===== config.mk =====
export PLATFORM = sky130hd
export DESIGN_NAME = conf_int_mul__op_sequencer
export DESIGN_NICKNAME = d
export VERILOG_FILES = /design/src/rtl/conf_int_mul__op_sequencer.sv
export SDC_FILE = /design/constraint.sdc
export NUM_CORES = 1
export LEC_CHECK = 0
export BUFFER_PORTS_ARGS = -buffer_cell sky130_fd_sc_hd__buf_4
export CELL_PAD_IN_SITES_DETAIL_PLACEMENT = 0
export CELL_PAD_IN_SITES_GLOBAL_PLACEMENT = 1
export CORE_MARGIN = 8
export CORE_UTILIZATION = 34
export CTS_CLUSTER_DIAMETER = 80
export DETAILED_ROUTE_END_ITERATION = 12
export GPL_ROUTABILITY_DRIVEN = 0
export PLACE_DENSITY = 0.85
export SLEW_MARGIN = 20
export SYNTH_ARGS = -nofsm -noshare
export SYNTH_HDL_FRONTEND = slang
export SYNTH_SLANG_ARGS = --single-unit

===== constraint.sdc =====
create_clock -name clk -period 2.5 [get_ports clk]
set_clock_uncertainty 0.15 [all_clocks]
set_input_delay 0.5 -clock clk [delete_from_list [all_inputs] [get_ports clk]]
set_output_delay 0.5 -clock clk [all_outputs]
set_load 0.02 [all_outputs]

===== src/rtl/conf_int_mul__op_sequencer.sv =====
// Operand/control sequencer in front of the configurable multiplier wrapper:
// warm-up sweep, operand issue with a fixed settle window, result capture.
// Optional ops_done handshake counter is built when OPSEQ_PERF_CNT_EN is defined.
module conf_int_mul__op_sequencer #(
  parameter int DATA_PATH_BITWIDTH = 24,
  parameter int LAT                = 3,
  parameter int WARM_CYCLES        = 64
) (
  input  logic                          clk,
  input  logic                          rstP,
  input  logic                          in_valid,
  output logic                          in_ready,
  input  logic [DATA_PATH_BITWIDTH-1:0] a_in,
  input  logic [DATA_PATH_BITWIDTH-12:0] b_in,
  input  logic [1:0]                    op_mode,
  output logic [DATA_PATH_BITWIDTH-1:0] A_to_wrapper,
  output logic [DATA_PATH_BITWIDTH-12:0] B_to_wrapper,
  output logic [2:0]                    state_to_wrapper,
  output logic [8:0]                    count0,
  output logic                          acc__sel,
  input  logic [31:0]                   P,
  output logic                          out_valid,
  input  logic                          out_ready,
  output logic [31:0]                   result
`ifdef OPSEQ_PERF_CNT_EN
  ,
  output logic [15:0]                   ops_done
`endif
);

  localparam int AW = DATA_PATH_BITWIDTH;
  localparam int BW = DATA_PATH_BITWIDTH - 11;
  localparam logic [9:0] WARM_END = 10'(WARM_CYCLES);
  localparam logic [3:0] LAT_LAST = 4'(LAT - 1);

  typedef enum logic [1:0] {
    S_WARM,
    S_IDLE,
    S_ISSUE,
    S_OUT
  } fsm_t;

  fsm_t          r_fsm;
  logic [9:0]    r_warm_idx;
  logic [3:0]    r_lat;
  logic          r_in_ready;
  logic [AW-1:0] r_a;
  logic [BW-1:0] r_b;
  logic [2:0]    r_state;
  logic [8:0]    r_count0;
  logic          r_acc_sel;
  logic          r_out_valid;
  logic [31:0]   r_result;

  logic [2:0]    w_mode_state;
  logic          w_mode_acc;

  // Mode 3 is not a distinct mode; it falls through to the accurate mapping.
  always_comb begin
    w_mode_state = 3'b011;
    w_mode_acc   = 1'b1;
    case (op_mode)
      2'd1: begin
        w_mode_state = 3'b100;
        w_mode_acc   = 1'b0;
      end
      2'd2: begin
        w_mode_state = 3'b010;
        w_mode_acc   = 1'b1;
      end
      default: begin
        w_mode_state = 3'b011;
        w_mode_acc   = 1'b1;
      end
    endcase
  end

  always_ff @(posedge clk) begin
    if (rstP) begin
      r_fsm       <= S_WARM;
      r_warm_idx  <= 10'd0;
      r_lat       <= 4'd0;
      r_in_ready  <= 1'b0;
      r_a         <= '0;
      r_b         <= '0;
      r_state     <= 3'b000;
      r_count0    <= 9'd0;
      r_acc_sel   <= 1'b1;
      r_out_valid <= 1'b0;
      r_result    <= 32'd0;
    end else begin
      case (r_fsm)
        S_WARM: begin
          // r_warm_idx runs one past the last sweep index to mark the exit cycle.
          if (r_warm_idx == WARM_END) begin
            r_state    <= 3'b000;
            r_in_ready <= 1'b1;
            r_fsm      <= S_IDLE;
          end else begin
            r_state    <= 3'b001;
            r_count0   <= r_warm_idx[8:0];
            r_warm_idx <= r_warm_idx + 10'd1;
          end
        end
        S_IDLE: begin
          if (in_valid) begin
            r_a        <= a_in;
            r_b        <= b_in;
            r_state    <= w_mode_state;
            r_acc_sel  <= w_mode_acc;
            r_in_ready <= 1'b0;
            r_lat      <= LAT_LAST;
            r_fsm      <= S_ISSUE;
          end
        end
        S_ISSUE: begin
          if (r_lat == 4'd0) begin
            r_result    <= P;
            r_out_valid <= 1'b1;
            r_state     <= 3'b000;
            r_acc_sel   <= 1'b1;
            r_fsm       <= S_OUT;
          end else begin
            r_lat <= r_lat - 4'd1;
          end
        end
        S_OUT: begin
          if (out_ready) begin
            r_out_valid <= 1'b0;
            r_in_ready  <= 1'b1;
            r_fsm       <= S_IDLE;
          end
        end
        default: r_fsm <= S_WARM;
      endcase
    end
  end

`ifdef OPSEQ_PERF_CNT_EN
  logic [15:0] r_ops_done;

  always_ff @(posedge clk) begin
    if (rstP) begin
      r_ops_done <= 16'd0;
    end else if (r_out_valid && out_ready) begin
      r_ops_done <= r_ops_done + 16'd1;
    end
  end

  assign ops_done = r_ops_done;
`endif

  assign in_ready         = r_in_ready;
  assign A_to_wrapper     = r_a;
  assign B_to_wrapper     = r_b;
  assign state_to_wrapper = r_state;
  assign count0           = r_count0;
  assign acc__sel         = r_acc_sel;
  assign out_valid        = r_out_valid;
  assign result           = r_result;

endmodule


# Word level (Yosys, flattened, before mapping)
# Cells that the tools add are included.
dict set report word_totals {
  ff_bits 100
  in_bits 75
  wordCells 63
}
dict set report classes {
  add_sub_neg 2
  n_eq_ne 11
  n_mux 23
  n_bitwise 1
  reduce_logical 15
}
# operator n
set op_table {}
lappend op_table {{$reduce_and A3 Y1} 4}
lappend op_table {{$add A10 B1 Y10 const B} 1}
lappend op_table {{$eq A10 B7 Y1 const B} 1}
lappend op_table {{$ne A2 B2 Y1 const B} 5}
lappend op_table {{$pmux W3 S3} 1}
lappend op_table {{$mux W1} 8}
lappend op_table {{$mux W2} 4}
lappend op_table {{$mux W4} 2}
lappend op_table {{$pmux W2 S4} 1}
lappend op_table {{$pmux W4 S2} 1}
lappend op_table {{$reduce_and A4 Y1} 2}
lappend op_table {{$eq A2 B2 Y1 const B} 3}
lappend op_table {{$mux W3} 2}
lappend op_table {{$pmux W3 S2} 1}
lappend op_table {{$reduce_and A2 Y1} 3}
lappend op_table {{$reduce_bool A3 Y1} 2}
lappend op_table {{$eq A2 B1 Y1 const B} 2}
lappend op_table {{$logic_not A4 Y1} 1}
lappend op_table {{$pmux W1 S2} 2}
lappend op_table {{$reduce_bool A2 Y1} 2}
lappend op_table {{$sub A4 B1 Y4 const B} 1}
lappend op_table {{$pmux W1 S3} 1}
lappend op_table {{$logic_not A2 Y1} 1}
lappend op_table {{$not A1 Y1} 1}

# Longest topological paths before layout
# Gate-level depths: netlist of the first run.
dict set report depth {
  depth_word 4
  depth_mapped 8
  mapped_depth_nobuf 6
}

# Worst setup path after synthesis of the first run
# Ideal clock, no wire load.
dict set report synth_timing {
  kind {reg2reg}
  from {register r_fsm[0]}
  to {register r_warm_idx[2]}
  setup_time_ns 0.070
  arrival_time_ns 1.747
  required_time_ns 2.280
  slack_ns 0.533
  stages_incl_launch_ff 8
  synth_period_minus_slack_ns 1.967
  cell_sequence {dfxtp_1 > inv_1 > ha_1 > clkbuf_1 > inv_1 > a41o_2 > or3_2 > a21oi_1}
}
dict set report synth_via {
  elab_chain_cells 2
}
# element line_no
set synth_lines {}
lappend synth_lines {{from (decl)} 43} ;# fsm_t r_fsm;
lappend synth_lines {{from (signal assigned)} 80} ;# r_fsm <= S_WARM;
lappend synth_lines {{from (signal assigned)} 98} ;# r_fsm <= S_IDLE;
lappend synth_lines {{from (signal assigned)} 113} ;# r_fsm <= S_ISSUE;
lappend synth_lines {{$logic_not A2 Y1} 92} ;# case (r_fsm)
lappend synth_lines {{$reduce_and A2 Y1 (no source line)} --}
lappend synth_lines {{to (signal assigned)} 102} ;# r_warm_idx <= r_warm_idx + 10'd1;
lappend synth_lines {{to (decl)} 44} ;# logic [9:0] r_warm_idx;
# Every way passes these cells.
# A chain may end at the register's enable or synchronous reset.

# Final worst setup path of the first run
# Same ends and word-level chain as after synthesis.

==> impl_metrics.ini, run 1 <==
[sta]
slew_headroom_pct = 64.3
rsz0062_at_grt = no
layout_setup_ws_ns = 0.293
worst_pin_slew_ns = 0.535
hold_viol_final = 0
fmax_mhz = 453
setup_viol = 0
post-route-min-period_ns = 2.21
drv_slew = 0
setup_tns_ns = 0
fin_crit_sh_pct = 88.3

[power]
cellPowerDensity_mw_per_mm2 = 717
peakVddDrop_mv = 0.366
leakage_nw = 2.23

[synthesis]
syn_avg_cell_area_sq_um = 8.20
ys_seq_area_share_pct = 51.2
syn_nets = 563
ys_types = 43
synth_seq_cells = 100
synthesis.area_sq_mm = 0.00391
syn_inst = 477
synth_ff_type = dfxtp_1
synth-edff-count = 0
synthArstFlopShare_pct = 0
synth_warnings = 0

[clock_tree]
clkSinkCount = 100
cts_max_level = 3
tritoncts = yes
clk_path_buf_depth = 2
cts_root_buf = clkbuf_16
cts_resized = 0
postCtsSetupBuffers = 0
path_clk_slew_ns = 0.07
cts_buffers = 9
hold_buffers = 0
insertion_delay_ns = 0.34

[floorplanning]
coreArea_sq_mm = 0.0113
fp-row-count = 39
die-height_um = 123
start_util_pct = 34.6
die_w_um = 123
io_pins = 159
die_area_sq_mm = 0.0152

[grt]
grt_start_max_net_pins = 54
grt_overflow_total = 0
antenna_found_initial = 0
grt_pass1_wl_um = 16900
grt_pass1_vias = 3460
gr-usage-all-layers_pct = 13.9

[detailed_routing]
vias_per_cell = 4.79
drc = 0
detail-route-antenna-nets = 0
first_pass_iters = 4
routed-via-count = 3684
routed_wirelength_um = 10900
drt_iter0_markers = 209
wl_per_cell_um = 14.2

[cells_and_area]
layout_common_cells = buf_4 (164), nand2_1 (155), dfxtp_1 (100), a21oi_1 (86), nor2_1 (15)
fin_area_sq_mm = 0.00548
fillers = 1121
antenna_cells = 0
final_common_cell = buf_4
areaGrowthSynthToFinish_pct = 39.9
nets = 709
final_layout_size_suffix_gt1_share_pct = 30.5

[worst_setup_path]
critPathKind = flip-flop to flip-flop
worst-path-max-fanout = 12
cp.required_ns = 2.61
startpoint_type = flip-flop
worstPathArrival_ns = 2.32
end_kind = flip-flop

[flow_run]
drv_cap = 0

[outcome]
outcome = complete, no violations

[placed_design]
dp_slack_ns = 0.335
numPortBuffers = 158
placed_area_sq_mm = 0.00521
dpl.hpwl_um = 7940

[hold_path]
hold_class = primary input to flip-flop
==> cell families after synthesis <==
group | Yosys count | share of synthesized area, %
buffers and inverters | 41 | 4.16
adder cells (fa/ha/maj) | 11 | 3.52
XOR/XNOR | 6 | 1.34
AO/OA/AOI/OAI | 111 | 16.3
multiplexers | 4 | 1.09
AND/OR/NAND/NOR | 204 | 22.4
flip-flops | 100 | 51.2
==> worst max-delay path, cell delays in order (launching register included) <==
cell	delay, ns
dfxtp_1	0.35
inv_1	0.13
ha_1	0.39
inv_1	0.18
a41o_2	0.35
or3_2	0.43
a21oi_1	0.15
==> registers in the layout (all words and copies together), names as in the netlist <==
| name | count |
|---|---|
| state_to_wrapper | 3 |
| acc__sel | 1 |
| r_warm_idx | 10 |
| count0 | 9 |
| A_to_wrapper | 24 |
| result | 32 |
| out_valid | 1 |
| B_to_wrapper | 13 |
| in_ready | 1 |
| r_lat | 4 |
| r_fsm | 2 |
==> through the flow <==
stage | util [%] | total power [mW] | std cells | hold WS [ns]
3_5_place_dp | 46.0 | 2.70 | 755 | 0.297
3_3_place_gp | 46.0 | 2.68 | 755 | 0.293
2_1_floorplan | - | 2.37 | 477 | 0.307
4_1_cts | 48.4 | 3.98 | 769 | 0.233
6_report | 48.4 | 3.93 | 769 | 0.251
5_1_grt | 48.4 | 4.15 | 769 | 0.239
==> power by group <==
group	total (mW)	switching (mW)	internal [mW]
sequential	1.79	0.0866	1.71
clock	1.26	0.575	0.689
combinational	0.870	0.501	0.369
==> metal layers <==
metal | global-route usage (%) | vias to the layer above | part of all wire (%)
li1 | - | 1874 | -
met1 | 16.9 | 1671 | 42
met2 | 21.2 | 125 | 45
met3 | 4.66 | 14 | 11
met4 | 7.45 | 0 | 2.0
met5 | 0 | - | 0
==> cell usage after synthesis, types with 3 or more instances <==
cell        n  area share (%)
nand2b_1    5            0.80
and2_1      3            0.48
nand4_1     4            0.64
nor2_1     16             1.5
nand3_1     3            0.38
o21ai_0     5            0.64
o31ai_1     3            0.58
or4_1       3            0.58
xor2_1      4            0.90
nand2_1   155              15
a21oi_1    86              11
ha_1       11             3.5
clkbuf_1   22             2.1
or3_1       3            0.48
inv_1      12             1.2
dfxtp_1   100              51
a22oi_1     6             1.2
buf_2       6            0.77
==> final cells by class <==
cell class / count / area, sq um / share of cell area, %
clock buffers: 10 / 239 / 4.36
flip-flops and latches: 100 / 2000 / 36.6
well taps: 143 / 179 / 3.27
repair buffers: 164 / 1230 / 22.5
inverters: 12 / 45.0 / 0.823
clock inverters: 4 / 27.5 / 0.503
multi-input cells: 336 / 1750 / 32.0
==> worst paths after layout <==
kind,slack [ns],endpoint,startpoint,cells past startpoint
hold / removal,0.25,A_to_wrapper[16],a_in[16],3
hold reg to reg,0.30,A_to_wrapper[11],A_to_wrapper[11],2
setup reg to reg,0.29,r_warm_idx[2],r_fsm[0],6
setup / recovery,0.29,r_warm_idx[2],r_fsm[0],6
No activity file was read; power rests on OpenSTA's default activity.
==> inputs of run 2 (changes only) <==
ABC_AREA = 1   (was unset)
CTS_BUF_LIST = sky130_fd_sc_hd__clkbuf_8 sky130_fd_sc_hd__clkbuf_16   (was unset)
PLACE_DENSITY = 0.86   (was 0.85)
==> impl_metrics.ini, run 2 <==
[power]
peakVddDrop_mv = 0.491
leakage_nw = 2.44
cellPowerDensity_mw_per_mm2 = 984

[synthesis]
synthesis.area_sq_mm = 0.00398
synth_top_area_cell = dfxtp_1
synth_commonest_cells = nand2_1 (112), dfxtp_1 (100), nor2_1 (97)
synth_ff_type = dfxtp_1
synth_fa_ha_area_share_pct = 3.46
synth_top_family_by_area = simple AND/OR/NAND/NOR gates
synthMuxAreaShare_pct = 0
syn_nets = 607
ys_seq_area_share_pct = 50.4
yosysMostFrequentCell = nand2_1
syn_avg_cell_area_sq_um = 7.63
synthXorXnorAreaFrac_pct = 0.661
synth-edff-count = 0
synth_top_area_share_pct = 50.4
synthTopCellsByArea = dfxtp_1 (50%), nand2_1 (11%), nor2_1 (9.2%)
synthArstFlopShare_pct = 0
ys_types = 30
synth_compound_area_share_pct = 14.7
syn_inst = 521
synthSimpleGateAreaFrac_pct = 24.2
synth_warnings = 0
synth_seq_cells = 100

[hold_path]
min_from = a_in[22]
holdPathStages = 3
whs_endpoint = A_to_wrapper[22]
hold_class = primary input to flip-flop

[floorplanning]
coreArea_sq_mm = 0.0114
fp-row-count = 39
die-height_um = 124
io_pins = 159
die_area_sq_mm = 0.0154
die_w_um = 124
start_util_pct = 34.8

[detailed_routing]
drc = 0
drt_iter0_markers = 209
routed_wirelength_um = 11600
first_pass_iters = 4
detail-route-antenna-nets = 0
wl_per_cell_um = 14.2
vias_per_cell = 4.69
routed-via-count = 3831

[clock_tree]
cts_resized = 0
hold_buffers = 0
path_clk_slew_ns = 0.07
postCtsSetupBuffers = 0
cts_buffers = 9
tritoncts = yes
clk_path_buf_depth = 2
cts_root_buf = clkbuf_16
insertion_delay_ns = 0.34
clkSinkCount = 100
cts_max_level = 3

[cells_and_area]
largest_reg_flops = 32
layout_common_cells = buf_4 (163), nand2_1 (112), dfxtp_1 (100), nor2_1 (97), o21ai_0 (51)
antenna_cells = 0
nets = 755
final_common_cell = buf_4
areaGrowthSynthToFinish_pct = 38.8
final_layout_size_suffix_gt1_share_pct = 28.3
finalNonFillerCells = 817

[worst_setup_path]
cpMaxStageDelayCell = inv_2
slowest_delay_ns = 0.44
startpoint_type = flip-flop
worstSetupStartpoint = r_fsm[0]
crit_buf_inv = 2
worst-path-stages = 6
critPathKind = flip-flop to flip-flop
critPathTopFamily = buffers and inverters
cp.required_ns = 2.62
path_cells = inv_1 -> ha_1 -> nand3_2 -> inv_2 -> nand2_1 -> a21oi_1
worst-path-max-fanout = 32
worstPathArrival_ns = 2.08
end_kind = flip-flop
r2r_end = result[30]
rrSetupSlack_ns = 0.53
r2r-start = r_fsm[0]
reg2regPathDepth = 6

[sta]
drv_slew = 0
hold_viol_final = 0
layout_setup_ws_ns = 0.533
rsz0062_at_grt = no
worst_pin_slew_ns = 0.626
post-route-min-period_ns = 1.97
fmax_mhz = 508
setup_tns_ns = 0
setup_viol = 0
fin_crit_sh_pct = 78.7
slew_headroom_pct = 58.2

[grt]
grt_start_max_net_pins = 49
grt_pass1_wl_um = 17800
grt_pass1_vias = 3607
gr-usage-all-layers_pct = 14.5
grt_overflow_total = 0
antenna_found_initial = 0

[placed_design]
numPortBuffers = 158
dpl.hpwl_um = 8590
dp_slack_ns = 0.516
dp_cells = 801

[flow_run]
drv_cap = 0

[outcome]
outcome = complete, no violations
## run 2: how the worst max path moves through the flow
stage / slack [ns] / to
2_1_floorplan: 0.85 / result[1]
3_3_place_gp: 0.60 / result[3]
3_5_place_dp: 0.52 / result[30]
4_1_cts: 0.48 / result[30]
5_1_grt: 0.31 / result[20]
6_report: 0.53 / result[30]
## run 2: where the power goes
part	total (mW)	switching [mW]	internal (mW)
sequential	2.13	0.195	1.94
combinational	2.02	1.22	0.796
clock	1.28	0.588	0.691
## run 2: logic make-up (layout without fill, tap and decap cells)
| group | count (synthesis) | count (layout) |
|---|---|---|
| AO/OA/AOI/OAI | 110 | 110 |
| flip-flops | 100 | 100 |
| adder cells (fa/ha/maj) | 11 | 11 |
| buffers and inverters | 61 | 214 |
| XOR/XNOR | 3 | 3 |
| AND/OR/NAND/NOR | 236 | 236 |
## run 2: layout make-up
| cell class | instances | area (sq um) |
|---|---|---|
| clock buffers | 10 | 239 |
| clock inverters | 6 | 32.5 |
| fillers | 1128 | 5900 |
| inverters | 35 | 131 |
| multi-input cells | 360 | 1710 |
| flip-flops and latches | 100 | 2000 |
| well taps | 143 | 179 |
| repair buffers | 163 | 1220 |
## run 2: metal layers
layer | track usage (%) | wire, um | up-vias
met5 | 0 | 0 | -
met1 | 16.6 | 4590 | 1751
met3 | 4.03 | 953 | 11
met4 | 5.58 | 193 | 0
met2 | 25.1 | 5830 | 105
li1 | - | - | 1964
## run 2: metrics by stage
stage / total power [mW] / hold slack, ns / cell area, sq um / util (%)
after global routing: 5.81 / 0.247 / 5520 / 48.3
after global placement: 4.15 / 0.303 / 5250 / 46.0
after floorplan: 3.43 / 0.291 / 3980 / -
final: 5.43 / 0.250 / 5520 / 48.3
after CTS: 5.50 / 0.241 / 5520 / 48.3
after detailed placement: 4.21 / 0.305 / 5250 / 46.0
## run 2: worst register-to-register path, cell delays in order, from the launching register on
cell	delay, ns
dfxtp_1	0.35
inv_1	0.14
ha_1	0.36
nand3_2	0.18
inv_2	0.44
nand2_1	0.12
a21oi_1	0.16
